===== config.mk =====
export PLATFORM = sky130hd
export DESIGN_NAME = rcv_controller
export DESIGN_NICKNAME = d
export VERILOG_FILES = /design/src/rtl/uart_rcv_pkg.sv /design/src/rtl/rcv_timer.sv /design/src/rtl/rcv_controller.sv
export SDC_FILE = /design/constraint.sdc
export NUM_CORES = 1
export LEC_CHECK = 0
export ABC_CLOCK_PERIOD_IN_PS = 6420
export CAP_MARGIN = 0
export CORE_MARGIN = 3
export CORE_UTILIZATION = 40
export CTS_BUF_LIST = sky130_fd_sc_hd__clkbuf_8
export DETAILED_ROUTE_END_ITERATION = 10
export HOLD_SLACK_MARGIN = 0.15
export PLACE_DENSITY = 0.65
export SLEW_MARGIN = 20
export SYNTH_ARGS = -nofsm -noshare
export SYNTH_HDL_FRONTEND = slang
export SYNTH_HIERARCHICAL = 1
export SYNTH_SLANG_ARGS = --single-unit

===== constraint.sdc =====
create_clock -name clk -period 6.42 [get_ports clk]
set_clock_uncertainty 0.15 [all_clocks]
set_input_delay 0.642 -clock clk [delete_from_list [all_inputs] [get_ports clk]]
set_output_delay 0.642 -clock clk [all_outputs]
set_load 0.02 [all_outputs]

===== src/rtl/uart_rcv_pkg.sv =====
// -----------------------------------------------------------------------------
// uart_rcv_pkg
// Shared types and defaults for the UART receive controller.
//   rcv_state_t       : controller state encoding
//   DEF_CLKS_PER_BIT  : default clock cycles per serial bit
//   DEF_NUM_DATA_BITS : default data bits per frame
//   timer_width()     : bit-period counter width for a given CLKS_PER_BIT
// -----------------------------------------------------------------------------
package uart_rcv_pkg;

   typedef enum logic [2:0] {
      IDLE,
      START,
      DATA,
      PARITY,
      STOP,
      LOAD
   } rcv_state_t;

   localparam int DEF_CLKS_PER_BIT  = 10;
   localparam int DEF_NUM_DATA_BITS = 8;

   // Counter only has to reach CLKS_PER_BIT-1.
   function automatic int timer_width(input int clks_per_bit);
      return $clog2(clks_per_bit);
   endfunction

endpackage


===== src/rtl/rcv_timer.sv =====
// -----------------------------------------------------------------------------
// rcv_timer
// Bit-period counter for the UART receive controller. Counts while enabled and
// wraps after reaching the rollover value; a clear forces it back to zero.
//   clk            in  : system clock
//   n_rst          in  : asynchronous active-low reset
//   i_clear        in  : synchronous clear (wins over enable)
//   i_enable       in  : count enable
//   i_rollover_val in  : terminal count (CLKS_PER_BIT-1)
//   o_half         out : count is at the half-period point (rollover_val/2)
//   o_full         out : count is at the terminal count
// -----------------------------------------------------------------------------
module rcv_timer
   import uart_rcv_pkg::*;
#(
   parameter int WIDTH = timer_width(DEF_CLKS_PER_BIT)
) (
   input  logic             clk,
   input  logic             n_rst,
   input  logic             i_clear,
   input  logic             i_enable,
   input  logic [WIDTH-1:0] i_rollover_val,
   output logic             o_half,
   output logic             o_full
);

   logic [WIDTH-1:0] r_count;

   // NOTE: sequential state uses non-blocking assignments so every register
   // samples the pre-edge values and simulation matches the synthesized flops.
   always_ff @(posedge clk or negedge n_rst) begin
      if (!n_rst) begin
         r_count <= '0;
      end else if (i_clear) begin
         r_count <= '0;
      end else if (i_enable) begin
         if (r_count == i_rollover_val) r_count <= '0;
         else                           r_count <= r_count + 1'b1;
      end
   end

   // For an even period, (period-1)>>1 is the last cycle of the first half.
   assign o_full = (r_count == i_rollover_val);
   assign o_half = (r_count == (i_rollover_val >> 1));

endmodule


===== src/rtl/rcv_controller.sv =====
// -----------------------------------------------------------------------------
// rcv_controller
// Sequencing controller for the UART receive datapath: start-bit detection,
// mid-bit sampling strobes for the shift register, stop-bit check, buffer load
// and host status flags.
//   clk           in  : system clock
//   n_rst         in  : asynchronous active-low reset
//   serial_in     in  : synchronized receive line, idle high
//   data_read     in  : host consumed the buffered byte (one-cycle pulse)
//   shift_enable  out : data-bit sample strobe for the shift register
//   load_buffer   out : copy shift register into the receive buffer
//   data_ready    out : buffer holds an unread byte
//   framing_error out : last frame had a zero stop bit
//   overrun_error out : a byte was loaded over an unread one
//   busy          out : frame in progress
//   parity_error  out : even-parity check failed (only with RCV_PARITY_EN)
// Build option: define RCV_PARITY_EN to add a parity bit between data and stop.
// CLKS_PER_BIT must be even and >= 4.
// -----------------------------------------------------------------------------
module rcv_controller
   import uart_rcv_pkg::*;
#(
   parameter int CLKS_PER_BIT  = DEF_CLKS_PER_BIT,
   parameter int NUM_DATA_BITS = DEF_NUM_DATA_BITS
) (
   input  logic clk,
   input  logic n_rst,
   input  logic serial_in,
   input  logic data_read,
   output logic shift_enable,
   output logic load_buffer,
   output logic data_ready,
   output logic framing_error,
   output logic overrun_error,
`ifdef RCV_PARITY_EN
   output logic parity_error,
`endif
   output logic busy
);

   localparam int TW = timer_width(CLKS_PER_BIT);
   localparam int BW = $clog2(NUM_DATA_BITS + 1);
   localparam logic [TW-1:0] ROLLOVER_VAL = TW'(CLKS_PER_BIT - 1);
   localparam logic [BW-1:0] LAST_BIT     = BW'(NUM_DATA_BITS - 1);

   rcv_state_t    r_state;
   rcv_state_t    w_next_state;
   logic          r_prev_line;
   logic [BW-1:0] r_bit_cnt;
   logic          r_data_ready;
   logic          r_framing_error;
   logic          r_overrun_error;
   logic          w_half;
   logic          w_full;
   logic          w_timer_clear;
   logic          w_timer_en;
   logic          w_start_ok;
   logic          w_stop_fail;

   // Every state change restarts the bit period; inside DATA the timer wraps
   // on its own after each sample point.
   assign w_timer_clear = (w_next_state != r_state);
   assign w_timer_en    = (r_state != IDLE);

   rcv_timer #(.WIDTH(TW)) u_timer (
      .clk            (clk),
      .n_rst          (n_rst),
      .i_clear        (w_timer_clear),
      .i_enable       (w_timer_en),
      .i_rollover_val (ROLLOVER_VAL),
      .o_half         (w_half),
      .o_full         (w_full)
   );

   assign w_start_ok  = (r_state == START) && w_half && !serial_in;
   assign w_stop_fail = (r_state == STOP)  && w_full && !serial_in;

   // ---------------- FSM: state register ----------------
   always_ff @(posedge clk or negedge n_rst) begin
      if (!n_rst) r_state <= IDLE;
      else        r_state <= w_next_state;
   end

   // ---------------- FSM: next-state logic ----------------
   // NOTE: the default assignment at the top keeps every path assigned, so no
   // latch is inferred when a branch has nothing to change.
   always_comb begin
      w_next_state = r_state;
      case (r_state)
         IDLE:   if (!serial_in && r_prev_line) w_next_state = START;
         START:  if (w_half) w_next_state = serial_in ? IDLE : DATA;
         DATA: begin
            if (w_full && (r_bit_cnt == LAST_BIT)) begin
`ifdef RCV_PARITY_EN
               w_next_state = PARITY;
`else
               w_next_state = STOP;
`endif
            end
         end
         PARITY: if (w_full) w_next_state = STOP;
         STOP:   if (w_full) w_next_state = serial_in ? LOAD : IDLE;
         LOAD:   w_next_state = IDLE;
         default: w_next_state = IDLE;
      endcase
   end

   // ---------------- FSM: outputs (state and timer only) ----------------
   always_comb begin
      busy         = (r_state != IDLE);
      shift_enable = (r_state == DATA) && w_full;
      load_buffer  = (r_state == LOAD);
   end

   // Previous line sample for edge detection; resets low so a line that is
   // already low at reset release is not mistaken for a start bit.
   always_ff @(posedge clk or negedge n_rst) begin
      if (!n_rst) r_prev_line <= 1'b0;
      else        r_prev_line <= serial_in;
   end

   always_ff @(posedge clk or negedge n_rst) begin
      if (!n_rst)                r_bit_cnt <= '0;
      else if (r_state != DATA)  r_bit_cnt <= '0;
      else if (shift_enable)     r_bit_cnt <= r_bit_cnt + 1'b1;
   end

   // ---------------- host status flags ----------------
   always_ff @(posedge clk or negedge n_rst) begin
      if (!n_rst) begin
         r_data_ready    <= 1'b0;
         r_framing_error <= 1'b0;
         r_overrun_error <= 1'b0;
      end else begin
         if (w_start_ok)       r_framing_error <= 1'b0;
         else if (w_stop_fail) r_framing_error <= 1'b1;

         // A load coinciding with a read hands the new byte straight over.
         if (load_buffer) begin
            r_data_ready <= 1'b1;
            if (r_data_ready && !data_read) r_overrun_error <= 1'b1;
            else if (data_read)             r_overrun_error <= 1'b0;
         end else if (data_read) begin
            r_data_ready    <= 1'b0;
            r_overrun_error <= 1'b0;
         end
      end
   end

   assign data_ready    = r_data_ready;
   assign framing_error = r_framing_error;
   assign overrun_error = r_overrun_error;

`ifdef RCV_PARITY_EN
   // Even parity: XOR of all data bits and the parity bit must be zero.
   logic r_parity_acc;
   logic r_parity_error;

   always_ff @(posedge clk or negedge n_rst) begin
      if (!n_rst) begin
         r_parity_acc   <= 1'b0;
         r_parity_error <= 1'b0;
      end else if (w_start_ok) begin
         r_parity_acc   <= 1'b0;
         r_parity_error <= 1'b0;
      end else begin
         if (shift_enable)                  r_parity_acc   <= r_parity_acc ^ serial_in;
         if ((r_state == PARITY) && w_full) r_parity_error <= r_parity_acc ^ serial_in;
      end
   end

   assign parity_error = r_parity_error;
`endif

endmodule


* Yosys cells after proc, flatten, opt, wreduce, memory -nomap -nowiden
Cells that the tools add are included.
Word-level totals: register bits after elaboration 15, bits of input ports 4, output and inout port bits 6, word-level logic and storage cells 55
Cells by class: $add $sub $neg 2, equality and inequality tests 10, mux-type cells 20, reduce and logical (&&, ||, !) cells 16
Operator list (number):
- 2-to-1 mux 4 bit | 5
- 2-to-1 mux 3 bit | 6
- one-hot mux 3 bit (5 select lines) | 1
- adder 4 x 1 -> 4 bit (second input constant) | 2
- equality test 4 x 3 -> 1 bit (second input constant) | 2
- logical AND 1 bit | 8
- nonzero test 2 bit | 4
- 2-to-1 mux 1 bit | 7
- equality test 3 x 2 -> 1 bit (second input constant) | 2
- equality test 3 bit (second input constant) | 2
- equality test 4 bit (second input constant) | 1
- equality test 3 x 1 -> 1 bit (second input constant) | 1
- zero test 3 bit | 1
- inequality test 3 x 2 -> 1 bit (second input constant) | 1
- inequality test 3 bit | 1
- nonzero test 3 bit | 1
- zero test 1 bit | 2
- 2-to-1 mux 2 bit | 1

* Longest topological paths before layout
Gate-level depths: netlist of the first run.
word-level depth 6, gate-level depth with buffers 10, mapped depth without buffers 9

* By module
The synthesis of the first run kept the hierarchy.
Modules (own cells, without submodules):
- rcv_controller | instances 1, cells each 64, area each 605.6 um^2, seq. area each 275.3 um^2
- rcv_timer | instances 1, cells each 31, area each 316.6 um^2, seq. area each 100.1 um^2

* Worst setup path after synthesis of the first run
No wires, ideal clock.
path type register to register, start point reg u_timer.r_count[1], end point reg u_timer.r_count[1], library setup time 0.145 ns, arrival time 2.095 ns, required time 6.125 ns, setup slack 4.030 ns, stages on the path, launching flop included 9, buffers on the path 1, clock period less this slack 2.390 ns, cells stage by stage dfrtp_1 -> xor2_1 -> nor4_4 -> buf_2 -> a41oi_1 -> o31ai_2 -> mux2i_1 -> nand3b_1 -> o32ai_1
Between the ends: cells in the longest elaborated chain, start to end 6, elaborated cells on any way between the ends 14, classes of those cells 1 x add/sub; 3 x eq/ne; 8 x mux; 2 x reduce/logical
RTL lines:
- start, declared | line rcv_timer.sv:27 | logic [WIDTH-1:0] r_count;
- start signal, assigned | line rcv_timer.sv:38 | else r_count <= r_count + 1'b1;
- equality test 4 bit (*) | line rcv_timer.sv:43 | assign o_full = (r_count == i_rollover_val);
- via w_full | line rcv_controller.sv:54 | logic w_full;
- logical AND 1 bit | line rcv_controller.sv:93 | if (w_full && (r_bit_cnt == LAST_BIT)) begin
- 2-to-1 mux 3 bit | line rcv_controller.sv:93
- one-hot mux 3 bit (5 select lines) (*) | line rcv_controller.sv:89 | case (r_state)
- via w_next_state[0] | line rcv_controller.sv:47 | rcv_state_t w_next_state;
- inequality test 3 bit (*) | line rcv_controller.sv:62 | assign w_timer_clear = (w_next_state != r_state);
- via w_timer_clear | line rcv_controller.sv:55 | logic w_timer_clear;
- 2-to-1 mux 4 bit or nonzero test 2 bit (tied branches)
Mark *: on every way through the listed nets, which the timed path passes. The rest lies on a longest branch. The select of a mux whose other input is x is not followed. A chain may end at the register's enable or synchronous reset.

* Worst setup path in the final report of the first run
start point reg u_timer.r_count[1], end point out shift_enable
Between the ends: cells in the longest elaborated chain, start to end 2
RTL lines:
- equality test 4 bit | line rcv_timer.sv:43
- via w_full | line rcv_controller.sv:54
- logical AND 1 bit | line rcv_controller.sv:111 | shift_enable = (r_state == DATA) && w_full;
- end, declared | line rcv_controller.sv:30 | output logic shift_enable,
The timed path passes the listed nets, and every way through them passes these cells.

==> run_results.csv, run 1 <==
group,metric,value,unit
status,status,"complete, no violations",
logic_synthesis,yosysWarnings,6,
route,first_pass_iters,4,
pwr,swShare,0.3972,
logic_synthesis,synth_top_family_by_area,"simple AND/OR/NAND/NOR gates",
sta,setup_viol,0,
setup_path,endpoint_kind,"output pin",
route,routedWlPerCell,12.11,um
sta,hold_slack,0.3484,ns
logic_synthesis,synthMuxAreaShare,0.04478,
logic_synthesis,synth_cell_types,39,
route,drc_errors,0,
die,dieWidth,54.02,um
min_path,hold_path.startpoint,"overrun_error",
setup_path,arrival,2.49,ns
logic_synthesis,synth-simple-area-share,0.2510,
die,dieArea,2918,um^2
route,wirelength,1.635,mm
global_routing,antenna_found_initial,0,
finish,antenna_cells,0,
cts,cts_root_buf,"clkbuf_8",
min_path,hold_class,"reg -> reg",
finish,drive_above_1_share,0.07407,
setup_path,rr_startpoint,"u_timer/r_count[1]",
route,postRouteAntennaNets,0,
setup_path,startpoint_type,"flip-flop",
cts,cts_made_buffers,3,
logic_synthesis,yosysTopAreaCell,"dfrtp_1",
logic_synthesis,synthTopCellsByArea,"dfrtp_1 (41%), xor2_1 (8.5%), nor2_1 (4.9%)",
setup_path,r2r_cells,8,
pwr,power_leakage,0.4674,nW
setup_path,crit_fanout,15,
cts,cts_tree,"yes",
cts,cts_buffer_depth,2,
pwr,power_per_cell_area,320.4,nW/um^2
pwr,pwr-share-comb,0.391,
logic_synthesis,syn_avg_cell_area,9.707,um^2
global_routing,grt_pass1_vias,687,
setup_path,crit_required,5.63,ns
placement,dp.cells,131,
route,vias_per_cell,5.022,
sta,min_period,3.279,ns
logic_synthesis,netlist_area,922.1,um^2
cts,clkTransAtPathRegs,0.06,ns
logic_synthesis,syn-instance-count,95,
global_routing,grt_max_degree,16,
pwr,seq_power_share,0.398,
min_path,whs_path_depth,2,
setup_path,rrSetupSlack,3.50,ns
finish,fin_nets,115,
min_path,holdPathEnd,"overrun_error",
job,drv_cap,0,
placement,dpl-instance-area,1035,um^2
logic_synthesis,synth_fa_ha_area_frac,0.02714,
sta,relSlewSlack,0.4582,
sta,finalHoldViolations,0,
global_routing,track_usage,0.1422,
die,die_y,54.02,um
global_routing,grt-ovfl-total,0,
cts,post-cts-setup-buffers,0,
cts,cts_max_level,1,
sta,finalCritPeriodShare,0.5107,
logic_synthesis,seq_area_frac_synth,0.4071,
setup_path,max_stage_delay,0.75,ns
pwr,internal_power,0.0002085,W
die,start_util,0.4472,
finish,syn_to_final_growth,17.10,%
finish,stdcell_area,1080,um^2
setup_path,timing.rr.end,"u_timer/r_count[1]",
cts,cts_hold_buf,0,
finish,final-instance-count-excl-fill,135,
die,core_area,2062,um^2
finish,final_cell_mix,"dfrtp_1 (15), nor2_1 (12), xor2_1 (9), clkdlybuf4s50_1 (9), conb_1 (7)",
sta,tightest_slew,0.8067,ns
die,rows,16,
logic_synthesis,synth-compound-area-share,0.1221,
die,ios,10,
setup_path,cpMaxStageDelayCell,"nor4_4",
setup_path,worstSetupPathType,"reg -> out",
logic_synthesis,synthXorXnorAreaFrac,0.09498,
cts,clock_latency,0.24,ns
placement,hpwlAfterDp,1.178,mm
cts,cts_resized,0,
cts,cts.sinks,15,
setup_path,crit_chain,"xor2_1 > nor4_4 > and3_1 > clkdlybuf4s50_1",
sta,fin_tns_setup,0,ns
pwr,ir_drop,0.2260,mV
placement,port_buffers,9,
logic_synthesis,synth_top_area_share,0.4071,
global_routing,grt_pass1_wl,2.967,mm
route,vias,678,
placement,gp_congestion,0.7529,
logic_synthesis,ys_seq_elements,15,
route,drtIter0Drc,3,
pwr,p_switching,0.0001374,W
pwr,pwr-share-clk,0.211,
sta,rsz0062_at_grt,"false",
sta,fmax,305.0,MHz
sta,slew_viol_final,0,
finish,mostFrequentLayoutCell,"dfrtp_1",
==> registers in the layout, indices dropped and copies added (netlist names) <==
signal and cells:
r_bit_cnt 4, u_timer/r_count 4, r_state 3, data_ready 1
framing_error 1, overrun_error 1, r_prev_line 1
==> synth_stat cells <==
| library cell | n |
|---|---|
| nor3b_2 | 1 |
| buf_1 | 1 |
| nand2b_1 | 2 |
| nand3_1 | 2 |
| xnor2_1 | 1 |
| conb_1 | 2 |
| a2111oi_2 | 1 |
| clkbuf_2 | 1 |
| and3_1 | 1 |
| nand2_1 | 6 |
| nor4_4 | 1 |
| buf_6 | 1 |
| o21ai_0 | 2 |
| nor4b_1 | 1 |
| ha_1 | 2 |
| or3_1 | 1 |
| inv_1 | 3 |
| a31oi_1 | 1 |
| nor3_1 | 1 |
| o32ai_1 | 2 |
| a21oi_1 | 4 |
| and3b_1 | 1 |
| o31ai_2 | 1 |
| and2b_1 | 1 |
| mux2i_1 | 3 |
| nand3b_1 | 2 |
| nand4_1 | 1 |
| nor4_1 | 1 |
| xor2_1 | 9 |
| a2111oi_1 | 1 |
| a41oi_1 | 1 |
| dfrtp_1 | 15 |
| or2b_1 | 2 |
| mux2_2 | 1 |
| nor2_1 | 12 |
| o22ai_1 | 2 |
| nor4bb_1 | 1 |
| nor2b_1 | 2 |
| buf_2 | 2 |
==> metrics by stage <==
stage / setup slack (ns) / total power (W) / utilization
floorplan: 4.030 / 0.0002494 / -
global placement: 3.413 / 0.0002726 / 0.5018
detailed placement: 3.415 / 0.0002764 / 0.5018
CTS: 3.125 / 0.0003505 / 0.5237
global route: 3.023 / 0.0003779 / 0.5237
finish: 3.141 / 0.0003459 / 0.5237
==> how the worst max path moves through the flow <==
stage / cells after the start / start / slack (ns) / endpoint
2_1_floorplan: 8 / u_timer/r_count[1] / 4.03 / u_timer/r_count[1]
3_5_place_dp: 4 / u_timer/r_count[1] / 3.41 / shift_enable
5_1_grt: 4 / u_timer/r_count[1] / 3.02 / shift_enable
4_1_cts: 4 / u_timer/r_count[1] / 3.12 / shift_enable
3_3_place_gp: 4 / u_timer/r_count[1] / 3.41 / shift_enable
6_report: 4 / u_timer/r_count[1] / 3.14 / shift_enable
==> final cells by class <==
class,count,area (um^2)
fill,191,982.2
multi-input combinational,77,524.3
sequential,15,375.4
timing repair buffer,9,90.09
clock buffer,3,41.29
tap,27,33.78
inverter,3,11.26
clock inverter,1,3.754
==> cell families (layout without fill, tap and decap cells) <==
group                    count (synthesis)  after routing
AND/OR/NAND/NOR                         39             39
flip-flops                              15             15
AO/OA/AOI/OAI                           15             15
buffers and inverters                    8             16
adder cells (fa/ha/maj)                  2              2
XOR/XNOR                                10             10
multiplexers                             4              4
other                                    2              7
==> power groups by stage <==
stage	Clock, W	Combinational [W]	Sequential (W)
after floorplan	0	0.000127	0.000123
after global placement	0	0.000134	0.000139
after detailed placement	0	0.000137	0.000140
after CTS	0.0000755	0.000137	0.000138
after global routing	0.0000799	0.000157	0.000141
final	0.0000731	0.000135	0.000138
==> routing by layer <==
| metal | up-vias | global-route usage | wire length, um |
|---|---|---|---|
| li1 | 352 | - | - |
| met4 | 0 | 0.04149 | 7 |
| met5 | - | 0 | 0 |
| met2 | 8 | 0.2077 | 775 |
| met3 | 2 | 0.04986 | 63 |
| met1 | 316 | 0.1969 | 789 |
==> critical path, delay by kind of cell, from the launching register on <==
kind / cells / cell delay, ns
xor gates and xnor gates: 1 / 0.19
buffers and inverters: 1 / 0.60
DFF: 1 / 0.43
and+or+nand+nor: 2 / 1.02
(Power assumes the default switching activity.)
==> inputs of run 2 (changes only) <==
--- a/config.mk
+++ b/config.mk
@@ -5,7 +5,7 @@
 export SDC_FILE = /design/constraint.sdc
 export NUM_CORES = 1
 export LEC_CHECK = 0
-export ABC_CLOCK_PERIOD_IN_PS = 6420
+export ABC_CLOCK_PERIOD_IN_PS = 3400
 export CAP_MARGIN = 0
 export CORE_MARGIN = 3
 export CORE_UTILIZATION = 40
==> constraint.sdc (replaced) <==
create_clock -name clk -period 3.4 [get_ports clk]
set_clock_uncertainty 0.15 [all_clocks]
set_input_delay 0.34 -clock clk [delete_from_list [all_inputs] [get_ports clk]]
set_output_delay 0.34 -clock clk [all_outputs]
set_load 0.02 [all_outputs]
==> run_results.csv, run 2 (same netlist as run 1, synthesis figures left out) <==
group,metric,value,unit
finish,post-route-util,0.5273,
setup_path,timing.rr.end,"u_timer/r_count[0]",
die,dieArea,2918,um^2
sta,fmax,347.2,MHz
cts,cts_resized,0,
setup_path,rr_startpoint,"u_timer/r_count[1]",
cts,cts_buffer_depth,2,
global_routing,gr-max-usage-layer,"met2",
route,vias,712,
die,ios,10,
cts,cts_root_buf,"clkbuf_8",
finish,fin_nets,116,
setup_path,worstSetupPathType,"reg -> out",
pwr,internal_power,0.0003957,W
pwr,ir_drop,0.3497,mV
cts,cts_made_buffers,3,
route,drtIter0Drc,6,
setup_path,arrival,2.39,ns
route,postRouteAntennaNets,0,
sta,finalHoldViolations,0,
route,first_pass_iters,3,
global_routing,antenna_found_initial,0,
setup_path,crit_fanout,12,
sta,setup_viol,0,
setup_path,critPathLaunch,"u_timer/r_count[1]",
route,drc_errors,0,
route,vias_per_cell,5.235,
sta,finalCritPeriodShare,0.8472,
sta,rsz0062_at_grt,"false",
placement,port_buffers,9,
setup_path,max_stage_delay,0.63,ns
sta,min_period,2.881,ns
setup_path,endpoint_kind,"output pin",
global_routing,grt-ovfl-total,0,
global_routing,track_usage,0.1483,
die,start_util,0.4472,
pwr,swShare,0.4012,
finish,drive_above_1_share,0.08257,
setup_path,crit_chain,"xor2_1 > nor4_4 > and3_1 > clkdlybuf4s50_1",
setup_path,startpoint_type,"flip-flop",
global_routing,grt_max_degree,16,
finish,antenna_cells,0,
finish,syn_to_final_growth,17.91,%
pwr,power_per_cell_area,607.7,nW/um^2
placement,hpwlAfterDp,1.193,mm
min_path,hold_class,"in -> async",
finish,reg_top3,"r_bit_cnt (4), u_timer/r_count (4), r_state (3)",
cts,cts_tree,"yes",
pwr,pwr-share-clk,0.215,
die,die_y,54.02,um
setup_path,r2r_cells,9,
pwr,seq_power_share,0.395,
route,wirelength,1.719,mm
setup_path,rrSetupSlack,0.70,ns
cts,cts.sinks,15,
cts,post-cts-setup-buffers,0,
pwr,power_leakage,0.4728,nW
sta,fin_tns_setup,0,ns
pwr,pwr-share-comb,0.390,
sta,relSlewSlack,0.5466,
finish,final-instance-count-excl-fill,136,
placement,gp_congestion,0.7523,
route,routedWlPerCell,12.64,um
sta,tightest_slew,0.6780,ns
status,status,"complete, no violations",
setup_path,endpoint,"shift_enable",
cts,clkTransAtPathRegs,0.06,ns
global_routing,grt_pass1_wl,3.077,mm
cts,cts_hold_buf,0,
die,rows,16,
global_routing,grt_use_met3,0.04986,
global_routing,use_met1,0.1891,
finish,mostFrequentLayoutCell,"dfrtp_1",
global_routing,met2_usage,0.2339,
die,dieWidth,54.02,um
job,drv_cap,0,
finish,final_cell_mix,"dfrtp_1 (15), nor2_1 (12), xor2_1 (9), clkdlybuf4s50_1 (9), conb_1 (7)",
cts,clock_latency,0.25,ns
pwr,p_switching,0.0002651,W
die,core_area,2062,um^2
global_routing,grt_pass1_vias,689,
setup_path,crit_required,2.91,ns
cts,cts_max_level,1,
placement,dp.cells,132,
setup_path,cpMaxStageDelayCell,"nor4_4",
sta,slew_viol_final,0,
[run 2: cell types whose count changed in the layout (fill, tap and decap cells not counted)]
cell	delta
buf_4	+1
[run 2: cell type report]
cell class                 instances  area, um^2
inverter                           3       11.26
timing repair buffer              10       97.59
clock inverter                     1       3.754
fill                             196       974.7
sequential                        15       375.4
clock buffer                       3       41.29
tap                               27       33.78
multi-input combinational         77       524.3
[run 2: stage by stage]
step	power (W)	hold WS (ns)	area [um^2]	setup WS (ns)
6_report	0.0006608	0.3511	1087	0.5194
5_1_grt	0.0007143	0.4034	1087	0.4074
4_1_cts	0.0006700	0.3733	1087	0.4897
3_5_place_dp	0.0005216	0.3599	1042	0.6906
3_3_place_gp	0.0005166	0.3502	1042	0.8070
2_1_floorplan	0.0004710	-0.1056	940.9	1.010
[run 2: worst min path at each step]
stage	from	endpoint
6_report	n_rst	framing_error
5_1_grt	overrun_error	overrun_error
4_1_cts	overrun_error	overrun_error
3_5_place_dp	overrun_error	overrun_error
3_3_place_gp	overrun_error	overrun_error
2_1_floorplan	n_rst	data_ready
[run 2: worst max-delay path, delay by kind of cell (launching register included)]
kind,cells,cell delay (ns)
flops,1,0.44
xor+xnor,1,0.19
buf+inv,1,0.61
simple gates,2,0.90
[run 2: layer usage]
metal / part of all wire / vias to the layer above
met5: 0 / -
li1: - / 353
met1: 0.49 / 346
met3: 0.040 / 4
met2: 0.46 / 9
met4: 0.013 / 0
[run 2: power groups by stage]
stage               Combinational [W]  Sequential [W]  Clock (W)
floorplan                    0.000240        0.000231          0
global placement             0.000254        0.000262          0
detailed placement           0.000257        0.000264          0
CTS                          0.000259        0.000261   0.000149
global route                 0.000291        0.000269   0.000154
finish                       0.000258        0.000261   0.000142
==> inputs of run 3 (changes only) <==
--- a/config.mk
+++ b/config.mk
@@ -5,14 +5,14 @@
 export SDC_FILE = /design/constraint.sdc
 export NUM_CORES = 1
 export LEC_CHECK = 0
-export ABC_CLOCK_PERIOD_IN_PS = 3400
+export ABC_CLOCK_PERIOD_IN_PS = 2400
 export CAP_MARGIN = 0
 export CORE_MARGIN = 3
 export CORE_UTILIZATION = 40
 export CTS_BUF_LIST = sky130_fd_sc_hd__clkbuf_8
 export DETAILED_ROUTE_END_ITERATION = 10
 export HOLD_SLACK_MARGIN = 0.15
-export PLACE_DENSITY = 0.65
+export PLACE_DENSITY = 0.67
 export SLEW_MARGIN = 20
 export SYNTH_ARGS = -nofsm -noshare
 export SYNTH_HDL_FRONTEND = slang
==> constraint.sdc (replaced) <==
create_clock -name clk -period 2.4 [get_ports clk]
set_clock_uncertainty 0.15 [all_clocks]
set_input_delay 0.24 -clock clk [delete_from_list [all_inputs] [get_ports clk]]
set_output_delay 0.24 -clock clk [all_outputs]
set_load 0.02 [all_outputs]
==> run_results.csv, run 3 (same netlist as run 1, synthesis figures left out) <==
group,metric,value,unit
min_path,hold_class,"in -> async",
setup_path,endpoint_kind,"flip-flop",
die,rows,16,
cts,clock_latency,0.25,ns
die,ios,10,
setup_path,crit_required,2.39,ns
cts,clkTransAtPathRegs,0.06,ns
job,drv_cap,0,
pwr,power_leakage,0.5421,nW
route,wirelength,2.105,mm
placement,port_buffers,9,
die,core_area,2062,um^2
sta,min_period,2.450,ns
sta,hold_slack,0.2507,ns
sta,slew_viol_final,0,
sta,finalWorstSetupSlack,-0.05002,ns
global_routing,antenna_found_initial,0,
sta,setup_viol,2,
cts,cts_root_buf,"clkbuf_8",
route,vias,777,
die,dieWidth,54.02,um
die,dieArea,2918,um^2
finish,fin_nets,128,
placement,gp_congestion,0.7281,
route,drc_errors,0,
route,first_pass_iters,4,
sta,finalHoldViolations,0,
placement,hpwlAfterDp,1.372,mm
status,violations,"negative setup slack",
die,die_y,54.02,um
cts,cts.sinks,15,
pwr,power_per_cell_area,896.3,nW/um^2
finish,final-instance-count-excl-fill,148,
finish,reg_top3,"r_bit_cnt (4), u_timer/r_count (4), r_state (3)",
setup_path,startpoint_type,"flip-flop",
sta,fin_tns_setup,-0.06106,ns
finish,mostFrequentLayoutCell,"dfrtp_1",
cts,cts_buffer_depth,2,
cts,cts_made_buffers,3,
global_routing,track_usage,0.1746,
placement,dp.cells,139,
route,postRouteAntennaNets,0,
cts,cts_hold_buf,0,
route,routedWlPerCell,14.22,um
sta,rsz0062_at_grt,"true",
finish,antenna_cells,0,
route,vias_per_cell,5.250,
global_routing,grt_pass1_wl,3.491,mm
sta,tightest_slew,0.6787,ns
setup_path,arrival,2.44,ns
status,status,"complete, but fails checks",
global_routing,grt_pass1_vias,780,
route,drtIter0Drc,18,
global_routing,grt-ovfl-total,0,
setup_path,worstSetupPathType,"reg -> reg",
die,start_util,0.4472,
global_routing,grt_max_degree,16,
setup_path,crit_fanout,7,
cts,cts_tree,"yes",
cts,cts_max_level,1,
pwr,ir_drop,0.5170,mV
finish,syn_to_final_growth,33.38,%
finish,final_cell_mix,"dfrtp_1 (14), buf_4 (13), nor2_1 (12), clkdlybuf4s50_1 (8), conb_1 (7)",
sta,relSlewSlack,0.5461,
sta,finalCritPeriodShare,1.021,
finish,drive_above_1_share,0.2397,
sta,fmax,408.2,MHz
finish,num-fill-cells,171,
## run 3: what timing repair did
item	4_1_cts	5_1_grt
hold endpoints to repair	0	0
buffers inserted	4	1
setup endpoints to repair	4	4
resized for setup	6	6
pin swaps	2	3
## run 3: layout make-up
cell class | count | area [um^2] | area share
clock buffer | 3 | 41.29 | 0.03357
clock inverter | 1 | 3.754 | 0.003052
inverter | 3 | 11.26 | 0.009156
multi-input combinational | 77 | 580.6 | 0.4720
sequential | 15 | 376.6 | 0.3062
tap | 27 | 33.78 | 0.02747
timing repair buffer | 22 | 182.7 | 0.1485
## run 3: worst paths after layout
check | from | cells past startpoint | end | slack [ns]
max in group asynchronous | n_rst | 1 | u_timer/r_count[2] | 1.37
worst min register to register | overrun_error | 2 | overrun_error | 0.36
worst max-delay path | u_timer/r_count[1] | 9 | u_timer/r_count[2] | -0.05
min in group clk | overrun_error | 2 | overrun_error | 0.36
worst max register to register | u_timer/r_count[1] | 9 | u_timer/r_count[2] | -0.05
worst min-delay path | n_rst | 1 | u_timer/r_count[3] | 0.25
## run 3: worst max-delay path, stage by stage (launching register included)
cell,delay [ns]
dfrtp_1,0.41
xor2_2,0.17
nor4_4,0.31
buf_4,0.18
nor4bb_1,0.05
a41oi_1,0.29
o31ai_4,0.16
mux2i_4,0.24
or2b_1,0.27
o32ai_2,0.11
## run 3: per-layer routing
metal | GRT usage | routed length (um) | vias to the layer above
met4 | 0.06224 | 18 | 0
met5 | 0 | 0 | -
met2 | 0.2903 | 1051 | 16
li1 | - | - | 374
met1 | 0.2055 | 922 | 383
met3 | 0.06371 | 113 | 4
## run 3: power by group
part / total (W) / switching [W] / leakage, nW / internal (W)
combinational: 0.000531 / 0.000274 / 0.314 / 0.000256
clock: 0.000200 / 0.0000864 / 0.0269 / 0.000113
sequential: 0.000372 / 0.0000823 / 0.201 / 0.000290
## run 3: per-stage QoR
stage	power, W	worst slack, ns	util	instance area, um^2
global placement	0.0007762	0.02175	0.5309	1095
finish	0.001102	-0.05002	0.5965	1230
detailed placement	0.0007903	-0.04518	0.5309	1095
floorplan	0.0006672	0.01045	-	940.9
CTS	0.001043	0.01719	0.5789	1194
global route	0.001182	-0.1567	0.5965	1230
